File: config.mk
export PLATFORM = sky130hd
export DESIGN_NAME = control_unit_flat
export DESIGN_NICKNAME = d
export VERILOG_FILES = /design/src/rtl/control_unit_if.sv /design/src/rtl/control_unit.sv /design/src/flat_wrapper.sv
export SDC_FILE = /design/constraint.sdc
export NUM_CORES = 1
export LEC_CHECK = 0
export BUFFER_PORTS_ARGS = -buffer_cell sky130_fd_sc_hd__buf_2
export CAP_MARGIN = 0
export CORE_MARGIN = 2
export CORE_UTILIZATION = 40
export CTS_BUF_LIST = sky130_fd_sc_hd__clkbuf_8 sky130_fd_sc_hd__clkbuf_16
export DETAILED_ROUTE_END_ITERATION = 6
export PLACE_DENSITY = 0.76
export SLEW_MARGIN = 0
export SYNTH_ARGS = -nofsm -noshare
export SYNTH_HDL_FRONTEND = slang
export SYNTH_SLANG_ARGS = --single-unit
File: constraint.sdc
create_clock -name clk -period 3.2 [get_ports clk]
set_clock_uncertainty 0.05 [all_clocks]
set_input_delay 0.48 -clock clk [delete_from_list [all_inputs] [get_ports clk]]
set_output_delay 0.48 -clock clk [all_outputs]
set_load 0.1 [all_outputs]
File: src/rtl/control_unit_if.sv
// ---------------------------------------------------------------------------
// control_unit_if
// Bundles the signals that pass between the control unit and the datapath.
//
// Signals
//   ir          [31:0] current instruction register contents (datapath -> cu)
//   stop               request to halt at the next instruction boundary
//   PCout .. IRin, Yin datapath control strobes (cu -> datapath)
//   Gra, Grb, Grc      register-field selects (Ra/Rb/Rc fields of ir)
//   Rin, Rout          gated write / drive enables for the selected register
//   alu_op      [4:0]  ALU operation code
//   run                high while the sequencer is executing instructions
//   instr_count [15:0] number of completed instructions
//
// Modports
//   master : the control unit (drives strobes, consumes ir/stop)
//   slave  : the datapath / environment (drives ir/stop, consumes strobes)
// ---------------------------------------------------------------------------
interface control_unit_if;
    logic [31:0] ir;
    logic        stop;

    logic        PCout;
    logic        MARin;
    logic        IncPC;
    logic        Zin;
    logic        Zlowout;
    logic        PCin;
    logic        Read;
    logic        MDRin;
    logic        MDRout;
    logic        IRin;
    logic        Yin;

    logic        Gra;
    logic        Grb;
    logic        Grc;
    logic        Rin;
    logic        Rout;

    logic [4:0]  alu_op;
    logic        run;
    logic [15:0] instr_count;

    modport master (
        input  ir, stop,
        output PCout, MARin, IncPC, Zin, Zlowout, PCin, Read, MDRin,
               MDRout, IRin, Yin, Gra, Grb, Grc, Rin, Rout,
               alu_op, run, instr_count
    );

    modport slave (
        output ir, stop,
        input  PCout, MARin, IncPC, Zin, Zlowout, PCin, Read, MDRin,
               MDRout, IRin, Yin, Gra, Grb, Grc, Rin, Rout,
               alu_op, run, instr_count
    );
endinterface

File: src/rtl/control_unit.sv
// ---------------------------------------------------------------------------
// control_unit
// Hard-wired sequencer for a small register-register CPU. Each instruction
// is fetched in T0..T2; three-operand ALU ops (add/sub/and/or) execute in
// T3..T5 as  Y <- R[rb];  Z <- Y op R[rc];  R[ra] <- Zlow.  Unknown opcodes
// act as no-ops and finish in T2; the halt opcode parks the sequencer in
// HALT until the next reset.
//
// Ports
//   clk  : system clock, all state changes on the rising edge
//   clr  : synchronous active-high reset (forces RST, clears instr_count)
//   cu   : control_unit_if.master bundle (ir/stop in, strobes/alu_op/run/
//          instr_count out)
//
// All strobes, alu_op and run are Moore outputs decoded from the state
// register (and ir for alu_op in T4). instr_count is a registered counter.
// ---------------------------------------------------------------------------
module control_unit (
    input  logic           clk,
    input  logic           clr,
    control_unit_if.master cu
);

    typedef enum logic [2:0] {
        ST_RST  = 3'd0,
        ST_T0   = 3'd1,
        ST_T1   = 3'd2,
        ST_T2   = 3'd3,
        ST_T3   = 3'd4,
        ST_T4   = 3'd5,
        ST_T5   = 3'd6,
        ST_HALT = 3'd7
    } state_e;

    localparam logic [4:0] OP_ADD  = 5'b00011;
    localparam logic [4:0] OP_SUB  = 5'b00100;
    localparam logic [4:0] OP_AND  = 5'b00101;
    localparam logic [4:0] OP_OR   = 5'b00110;
    localparam logic [4:0] OP_HALT = 5'b11011;

    // True for the opcodes that take the T3..T5 execute path.
    function automatic logic is_alu_op(input logic [4:0] op);
        logic hit;
        case (op)
            OP_ADD, OP_SUB, OP_AND, OP_OR: hit = 1'b1;
            default:                       hit = 1'b0;
        endcase
        return hit;
    endfunction

    state_e      state_q;
    state_e      state_d;
    logic [15:0] instr_count_q;
    logic [15:0] instr_count_d;
    logic        complete_s;
    logic [4:0]  opcode_s;

    assign opcode_s = cu.ir[31:27];

    // Next-state logic; also flags the cycle in which an instruction retires.
    always_comb begin
        state_d    = state_q;
        complete_s = 1'b0;
        case (state_q)
            ST_RST: state_d = ST_T0;
            ST_T0:  state_d = ST_T1;
            ST_T1:  state_d = ST_T2;
            ST_T2: begin
                if (is_alu_op(opcode_s)) begin
                    state_d = ST_T3;
                end else if (opcode_s == OP_HALT) begin
                    // halt is not counted as a completed instruction
                    state_d = ST_HALT;
                end else begin
                    // no-op retires here; stop is honoured only at retirement
                    complete_s = 1'b1;
                    state_d    = cu.stop ? ST_HALT : ST_T0;
                end
            end
            ST_T3:  state_d = ST_T4;
            ST_T4:  state_d = ST_T5;
            ST_T5: begin
                complete_s = 1'b1;
                state_d    = cu.stop ? ST_HALT : ST_T0;
            end
            ST_HALT: state_d = ST_HALT;
            default: state_d = ST_RST;
        endcase
    end

    // Retired-instruction counter; 16-bit add wraps FFFF -> 0000 naturally.
    always_comb begin
        if (complete_s) begin
            instr_count_d = instr_count_q + 16'd1;
        end else begin
            instr_count_d = instr_count_q;
        end
    end

    // State and counter registers with synchronous clear taking priority.
    always_ff @(posedge clk) begin
        if (clr) begin
            state_q       <= ST_RST;
            instr_count_q <= 16'd0;
        end else begin
            state_q       <= state_d;
            instr_count_q <= instr_count_d;
        end
    end

    // Moore output decode: every strobe defaults low, each state raises its own.
    always_comb begin
        cu.PCout   = 1'b0;
        cu.MARin   = 1'b0;
        cu.IncPC   = 1'b0;
        cu.Zin     = 1'b0;
        cu.Zlowout = 1'b0;
        cu.PCin    = 1'b0;
        cu.Read    = 1'b0;
        cu.MDRin   = 1'b0;
        cu.MDRout  = 1'b0;
        cu.IRin    = 1'b0;
        cu.Yin     = 1'b0;
        cu.Gra     = 1'b0;
        cu.Grb     = 1'b0;
        cu.Grc     = 1'b0;
        cu.Rin     = 1'b0;
        cu.Rout    = 1'b0;
        cu.alu_op  = 5'b00000;
        cu.run     = 1'b0;
        case (state_q)
            ST_RST: begin
                cu.run = 1'b0;
            end
            ST_T0: begin
                cu.run   = 1'b1;
                cu.PCout = 1'b1;
                cu.MARin = 1'b1;
                cu.IncPC = 1'b1;
                cu.Zin   = 1'b1;
            end
            ST_T1: begin
                cu.run     = 1'b1;
                cu.Zlowout = 1'b1;
                cu.PCin    = 1'b1;
                cu.Read    = 1'b1;
                cu.MDRin   = 1'b1;
            end
            ST_T2: begin
                cu.run    = 1'b1;
                cu.MDRout = 1'b1;
                cu.IRin   = 1'b1;
            end
            ST_T3: begin
                cu.run  = 1'b1;
                cu.Grb  = 1'b1;
                cu.Rout = 1'b1;
                cu.Yin  = 1'b1;
            end
            ST_T4: begin
                cu.run    = 1'b1;
                cu.Grc    = 1'b1;
                cu.Rout   = 1'b1;
                cu.Zin    = 1'b1;
                cu.alu_op = opcode_s;
            end
            ST_T5: begin
                cu.run     = 1'b1;
                cu.Zlowout = 1'b1;
                cu.Gra     = 1'b1;
                cu.Rin     = 1'b1;
            end
            ST_HALT: begin
                cu.run = 1'b0;
            end
            default: begin
                cu.run = 1'b0;
            end
        endcase
    end

    assign cu.instr_count = instr_count_q;

endmodule

File: src/flat_wrapper.sv
// flat-port wrapper written by rule: the top's interface ports become plain ports
module control_unit_flat 
  (clk, clr, cu_ir, cu_stop, cu_PCout, cu_MARin, cu_IncPC, cu_Zin, cu_Zlowout, cu_PCin, cu_Read, cu_MDRin, cu_MDRout, cu_IRin, cu_Yin, cu_Gra, cu_Grb, cu_Grc, cu_Rin, cu_Rout, cu_alu_op, cu_run, cu_instr_count);
  control_unit_if cu_i ();
  input  logic clk;
  input  logic clr;
  input wire logic [$bits(cu_i.ir)-1:0] cu_ir;
  input wire logic [$bits(cu_i.stop)-1:0] cu_stop;
  output wire logic [$bits(cu_i.PCout)-1:0] cu_PCout;
  output wire logic [$bits(cu_i.MARin)-1:0] cu_MARin;
  output wire logic [$bits(cu_i.IncPC)-1:0] cu_IncPC;
  output wire logic [$bits(cu_i.Zin)-1:0] cu_Zin;
  output wire logic [$bits(cu_i.Zlowout)-1:0] cu_Zlowout;
  output wire logic [$bits(cu_i.PCin)-1:0] cu_PCin;
  output wire logic [$bits(cu_i.Read)-1:0] cu_Read;
  output wire logic [$bits(cu_i.MDRin)-1:0] cu_MDRin;
  output wire logic [$bits(cu_i.MDRout)-1:0] cu_MDRout;
  output wire logic [$bits(cu_i.IRin)-1:0] cu_IRin;
  output wire logic [$bits(cu_i.Yin)-1:0] cu_Yin;
  output wire logic [$bits(cu_i.Gra)-1:0] cu_Gra;
  output wire logic [$bits(cu_i.Grb)-1:0] cu_Grb;
  output wire logic [$bits(cu_i.Grc)-1:0] cu_Grc;
  output wire logic [$bits(cu_i.Rin)-1:0] cu_Rin;
  output wire logic [$bits(cu_i.Rout)-1:0] cu_Rout;
  output wire logic [$bits(cu_i.alu_op)-1:0] cu_alu_op;
  output wire logic [$bits(cu_i.run)-1:0] cu_run;
  output wire logic [$bits(cu_i.instr_count)-1:0] cu_instr_count;
  assign cu_i.ir = cu_ir;
  assign cu_i.stop = cu_stop;
  assign cu_PCout = cu_i.PCout;
  assign cu_MARin = cu_i.MARin;
  assign cu_IncPC = cu_i.IncPC;
  assign cu_Zin = cu_i.Zin;
  assign cu_Zlowout = cu_i.Zlowout;
  assign cu_PCin = cu_i.PCin;
  assign cu_Read = cu_i.Read;
  assign cu_MDRin = cu_i.MDRin;
  assign cu_MDRout = cu_i.MDRout;
  assign cu_IRin = cu_i.IRin;
  assign cu_Yin = cu_i.Yin;
  assign cu_Gra = cu_i.Gra;
  assign cu_Grb = cu_i.Grb;
  assign cu_Grc = cu_i.Grc;
  assign cu_Rin = cu_i.Rin;
  assign cu_Rout = cu_i.Rout;
  assign cu_alu_op = cu_i.alu_op;
  assign cu_run = cu_i.run;
  assign cu_instr_count = cu_i.instr_count;
  control_unit u_core (.clk(clk), .clr(clr), .cu(cu_i));
endmodule
==> flow_summary.yaml, run 1 <==
outcome:
  status: "completed"
timing:
  timing.slew.headroom: 0.640
  setup_slack_ps: 629
  fmax_mhz: 389
  rsz0062_at_grt: "no"
  drv_slew: 0
  hold_viol: 0
  hold_ws_ps: 444
  tightestPinTransition_ps: 539
  period_needed_ps: 2570
  tns_ps: 0
  setup_violations: 0
  fin_crit_sh: 0.803
clock_tree:
  tritoncts: "done"
  post_cts_buffers: 0
  cts_buffers: 3
  clkLatencyLatePin_ps: 260
  htree_levels: 1
  clock-sinks: 19
  postCtsHoldBufs: 0
  cts_root_buf: "clkbuf_8"
  clock_path_buffers: 2
  cts.clk_slew.worst_paths_ps: 70
  cts_resized: 0
floorplanning:
  io_pins: 73
  floorplan.initialDensity: 0.418
  die_h_um: 57.7
  die_w_um: 57.7
  num_rows: 19
  core_region_area_um2: 2760
  die_area_um2: 3330
critical_path:
  r2r-end: "u_core.cu.instr_count[15]$_SDFFE_PP0P_"
  cp.arrival_ps: 2040
  path_max_fanout: 12
  end_kind: "primary output"
  setup.worst_path.start_class: "register"
  reg2reg_setup_slack_ps: 1090
  required_ps: 2670
  worstSetupPathType: "reg2out"
  rr_startpoint: "u_core.state_q[0]$_SDFF_PP0_"
  r2r_cells: 5
global_routing:
  grt_pass1_wl_mm: 4.15
  grt_pass1_vias: 944
  grt_usage: 0.155
  antenna_found_initial: 0
  grt_max_degree: 21
  gr-total-overflow: 0
cells_and_area:
  syn2layout_area_growth_pct: 22.5
  final_layout_size_suffix_gt1_frac: 0.328
  finalNetCount: 217
  antenna_cells: 0
  fin_area_um2: 1410
place:
  dp_hpwl_mm: 2.04
  dpl_cell_area_um2: 1370
  port-buffer-count: 45
  place_ws_ps: 932
  gp_congestion: 0.767
power_and_ir_drop:
  power_density_nw_per_um2: 445
  leakage_nw: 0.674
  total_power_uw: 629
  ir_drop_v: 0.000375
yosys:
  synth-edff-count: 0
  synthFlopType: "dfxtp_1"
  synth_area_per_cell_um2: 8.01
  synth_seq_cells: 19
  synth_area_um2: 1150
  synthCells: 144
  synth.distinct_cells: 34
  synth.most_common_cell: "nor2_1"
  synth_warnings: 0
  yosysTopAreaCell: "dfxtp_1"
  synth_async_sr_flop_share: 0
  yosysSeqAreaShare: 0.330
  yosys.area.top_type_share: 0.330
  yosys-top-cells-count: "nor2_1, dfxtp_1, nand3_1, xor2_1, and3_1"
  synthesis.nets: 180
  synth_area_leaders: "dfxtp_1, xor2_1, nor2_1"
route:
  drt_first_iter_violations: 15
  highest_layer: "met4"
  firstDrtPassIters: 4
  vias: 1152
  vias_per_cell: 5.46
  wl_met3_um: 108
  dr_wl_met2_mm: 1.32
  ant_nets: 0
  wl_per_cell_um: 12.6
  wl_met1_mm: 1.22
  drcViolationCount: 0
  wl_mm: 2.66
job:
  cap_viol_max_count: 0
worst_hold_path:
  hp-start: "u_core.cu.instr_count[15]$_SDFFE_PP0P_"
  hold_path_depth: 2
  hp-class: "reg2reg"
  holdPathEnd: "u_core.cu.instr_count[15]$_SDFFE_PP0P_"
[through the flow]
stage	util	std cells
floorplan	-	144
global placement	0.496	207
detailed placement	0.496	207
CTS	0.512	211
global route	0.512	211
finish	0.512	211
[power by group]
part / total (mW) / internal (mW) / switching, mW
clock network: 0.165 / 0.0855 / 0.0791
registers: 0.255 / 0.241 / 0.0140
logic: 0.209 / 0.0333 / 0.176
total: 0.629 / 0.360 / 0.269
[final cells by class]
type / count / area (um2)
clock inverters: 1 / 3.75
multi-input cells: 108 / 708
inverters: 4 / 15.0
fillers: 272 / 1350
flip-flops and latches: 19 / 380
repair buffers: 45 / 225
clock buffers: 3 / 41.3
well taps: 31 / 38.8
[worst max-delay path by stage]
stage                                 startpoint            to  slack [ps]  cells past startpoint
finish              u_core.state_q[0]$_SDFF_PP0_  cu_alu_op[2]         630                      4
global route        u_core.state_q[0]$_SDFF_PP0_  cu_alu_op[1]         480                      4
CTS                 u_core.state_q[0]$_SDFF_PP0_  cu_alu_op[2]         650                      4
detailed placement  u_core.state_q[0]$_SDFF_PP0_  cu_alu_op[2]         930                      4
global placement    u_core.state_q[0]$_SDFF_PP0_  cu_alu_op[0]         970                      4
floorplan           u_core.state_q[0]$_SDFF_PP0_  cu_alu_op[0]         150                      4
[worst max-delay path, cell delays in order, from the launching register on]
cell and delay [ps]:
dfxtp_1 620, inv_1 260, nor2_2 280, and3_1 200, buf_2 420
[sequential cells by signal (all words and copies together) (netlist names)]
signal / flops
u_core.cu.instr_count: 16
u_core.state_q: 3
[cells in the final DEF (no fill, tap or decap), types with 2 or more instances in the layout]
master    instances
a221oi_1          2
dfxtp_1          19
o21ai_0           6
nand2_1           4
and4_1            3
inv_1             5
and3_1           10
nand2b_1          3
nand4_1           5
or3_1             2
and2_1            3
nand3_1          12
nor3_2            5
xor2_1           12
nor2_1           19
a21oi_1           4
buf_2            45
clkbuf_8          3
nor3_1            2
[kinds of logic (layout without fill, tap and decap cells)]
group           Yosys count  after routing  share of synthesized area
buf+inv                  17             53                     0.0803
flops                    19             19                      0.330
fa+ha+maj                 1              1                     0.0108
mux                       1              1                    0.00976
compound gates           20             20                      0.138
xor+xnor                 13             13                     0.0987
simple gates             73             73                      0.333
[routing by layer]
metal	GRT usage	vias to the layer above
met3	0.0491	2
met1	0.200	560
met5	0	-
li1	-	574
met4	0.0299	0
met2	0.256	16
(Power assumes the default switching activity.)
==> run 2, diff against run 1 <==
Clock period 3.2 ns to 2.65 ns, I/O delays scaled along.
==> flow_summary.yaml, run 2 (synthesized netlist as in run 1, its figures left out) <==
cells_and_area:
  fin_area_um2: 1430
  fillers: 254
  final_common_cell: "buf_2"
  layout_common_cells: "buf_2, dfxtp_1, nor2_1"
  largest_reg_flops: 16
  finalNetCount: 218
  antenna_cells: 0
  final_layout_size_suffix_gt1_frac: 0.337
  syn2layout_area_growth_pct: 23.8
  final_cells: 212
timing:
  hold_viol: 0
  setup_violations: 0
  fin_crit_sh: 0.915
  hold_ws_ps: 439
  rsz0062_at_grt: "no"
  fmax_mhz: 412
  tns_ps: 0
  period_needed_ps: 2430
  tightestPinTransition_ps: 554
  timing.slew.headroom: 0.630
  drv_slew: 0
clock_tree:
  postCtsHoldBufs: 0
  cts_buffers: 3
  htree_levels: 1
  post_cts_buffers: 0
  cts_resized: 0
  tritoncts: "done"
  clkLatencyLatePin_ps: 260
  cts.clk_slew.worst_paths_ps: 70
  clock_path_buffers: 2
  clock-sinks: 19
  cts_root_buf: "clkbuf_8"
global_routing:
  grt_max_degree: 21
  grt_usage: 0.159
  gr-total-overflow: 0
  grt_pass1_vias: 990
  grt_pass1_wl_mm: 4.26
  antenna_found_initial: 0
power_and_ir_drop:
  swShare: 0.427
  power_density_nw_per_um2: 534
  seqPwrFrac: 0.406
  combPwrFrac: 0.334
  p_int_uw: 436
  clkPwrFrac: 0.260
  p_sw_uw: 326
  leakage_nw: 0.680
  ir_drop_v: 0.000503
  total_power_uw: 762
floorplanning:
  core_region_area_um2: 2760
  floorplan.initialDensity: 0.418
  die_h_um: 57.7
  num_rows: 19
  io_pins: 73
  die_w_um: 57.7
  die_area_um2: 3330
place:
  dp_hpwl_mm: 2.03
  port-buffer-count: 45
  gp_congestion: 0.763
  place_inst: 208
  dpl_cell_area_um2: 1380
route:
  wl_mm: 2.60
  drcViolationCount: 0
  firstDrtPassIters: 4
  vias_per_cell: 5.37
  wl_per_cell_um: 12.3
  ant_nets: 0
  drt_first_iter_violations: 22
  vias: 1138
critical_path:
  r2r-end: "u_core.cu.instr_count[13]$_SDFFE_PP0P_"
  required_ps: 2200
  cp.arrival_ps: 1980
  reg2reg_setup_slack_ps: 490
  rr_startpoint: "u_core.state_q[0]$_SDFF_PP0_"
  setup.worst_path.start_class: "register"
  end_kind: "primary output"
  r2r_cells: 5
  path_max_fanout: 12
  worstSetupPathType: "reg2out"
worst_hold_path:
  hp-class: "reg2reg"
  hold_path_depth: 2
  holdPathEnd: "u_core.cu.instr_count[15]$_SDFFE_PP0P_"
  hp-start: "u_core.cu.instr_count[15]$_SDFFE_PP0P_"
job:
  cap_viol_max_count: 0
outcome:
  status: "completed"
run 2: cell types whose count changed in the layout (fill, tap and decap cells not counted):
cell,change
buf_4,+1
nor2_1,-1
nor2_4,+1
run 2: how the worst max path moves through the flow:
stage / slack [ps] / startpoint / cells past startpoint / to
finish: 220 / u_core.state_q[0]$_SDFF_PP0_ / 4 / cu_alu_op[2]
global route: 120 / u_core.state_q[0]$_SDFF_PP0_ / 4 / cu_alu_op[4]
CTS: 220 / u_core.state_q[0]$_SDFF_PP0_ / 4 / cu_alu_op[0]
detailed placement: 500 / u_core.state_q[0]$_SDFF_PP0_ / 5 / u_core.cu.instr_count[13]$_SDFFE_PP0P_
global placement: 540 / u_core.state_q[0]$_SDFF_PP0_ / 4 / cu_alu_op[0]
floorplan: -300 / u_core.state_q[0]$_SDFF_PP0_ / 4 / cu_MARin
run 2: layer usage:
metal / GRT usage / vias up / wire, um
met5: 0 / - / 0
met4: 0.0498 / 0 / 15
met3: 0.0424 / 3 / 124
met2: 0.265 / 31 / 1320
met1: 0.199 / 528 / 1140
li1: - / 576 / -
run 2: cell type report:
class | instances | area (um2) | area share
Clock buffer | 3 | 41.3 | 0.0289
Multi-Input combinational cell | 108 | 716 | 0.501
Tap cell | 31 | 38.8 | 0.0272
Timing Repair Buffer | 46 | 233 | 0.163
Clock inverter | 1 | 3.75 | 0.00263
Sequential cell | 19 | 380 | 0.266
Inverter | 4 | 15.0 | 0.0105
run 2: worst max-delay path, cell delays in order, from the launching register on:
cell and delay (ps):
dfxtp_1 630, inv_1 280, nor2_4 220, and3_1 160
buf_2 420
run 2: power groups by stage:
stage | sequential [mW] | combinational [mW] | clock (mW)
after global routing | 0.310 | 0.265 | 0.217
after detailed placement | 0.316 | 0.255 | 0
after CTS | 0.309 | 0.255 | 0.205
after floorplan | 0.319 | 0.222 | 0
final | 0.309 | 0.254 | 0.198
after global placement | 0.314 | 0.253 | 0
run 2: through the flow:
stage | utilization | setup WS (ps)
2_1_floorplan | - | -297
3_3_place_gp | 0.501 | 544
3_5_place_dp | 0.501 | 498
4_1_cts | 0.518 | 224
5_1_grt | 0.518 | 116
6_report | 0.518 | 224
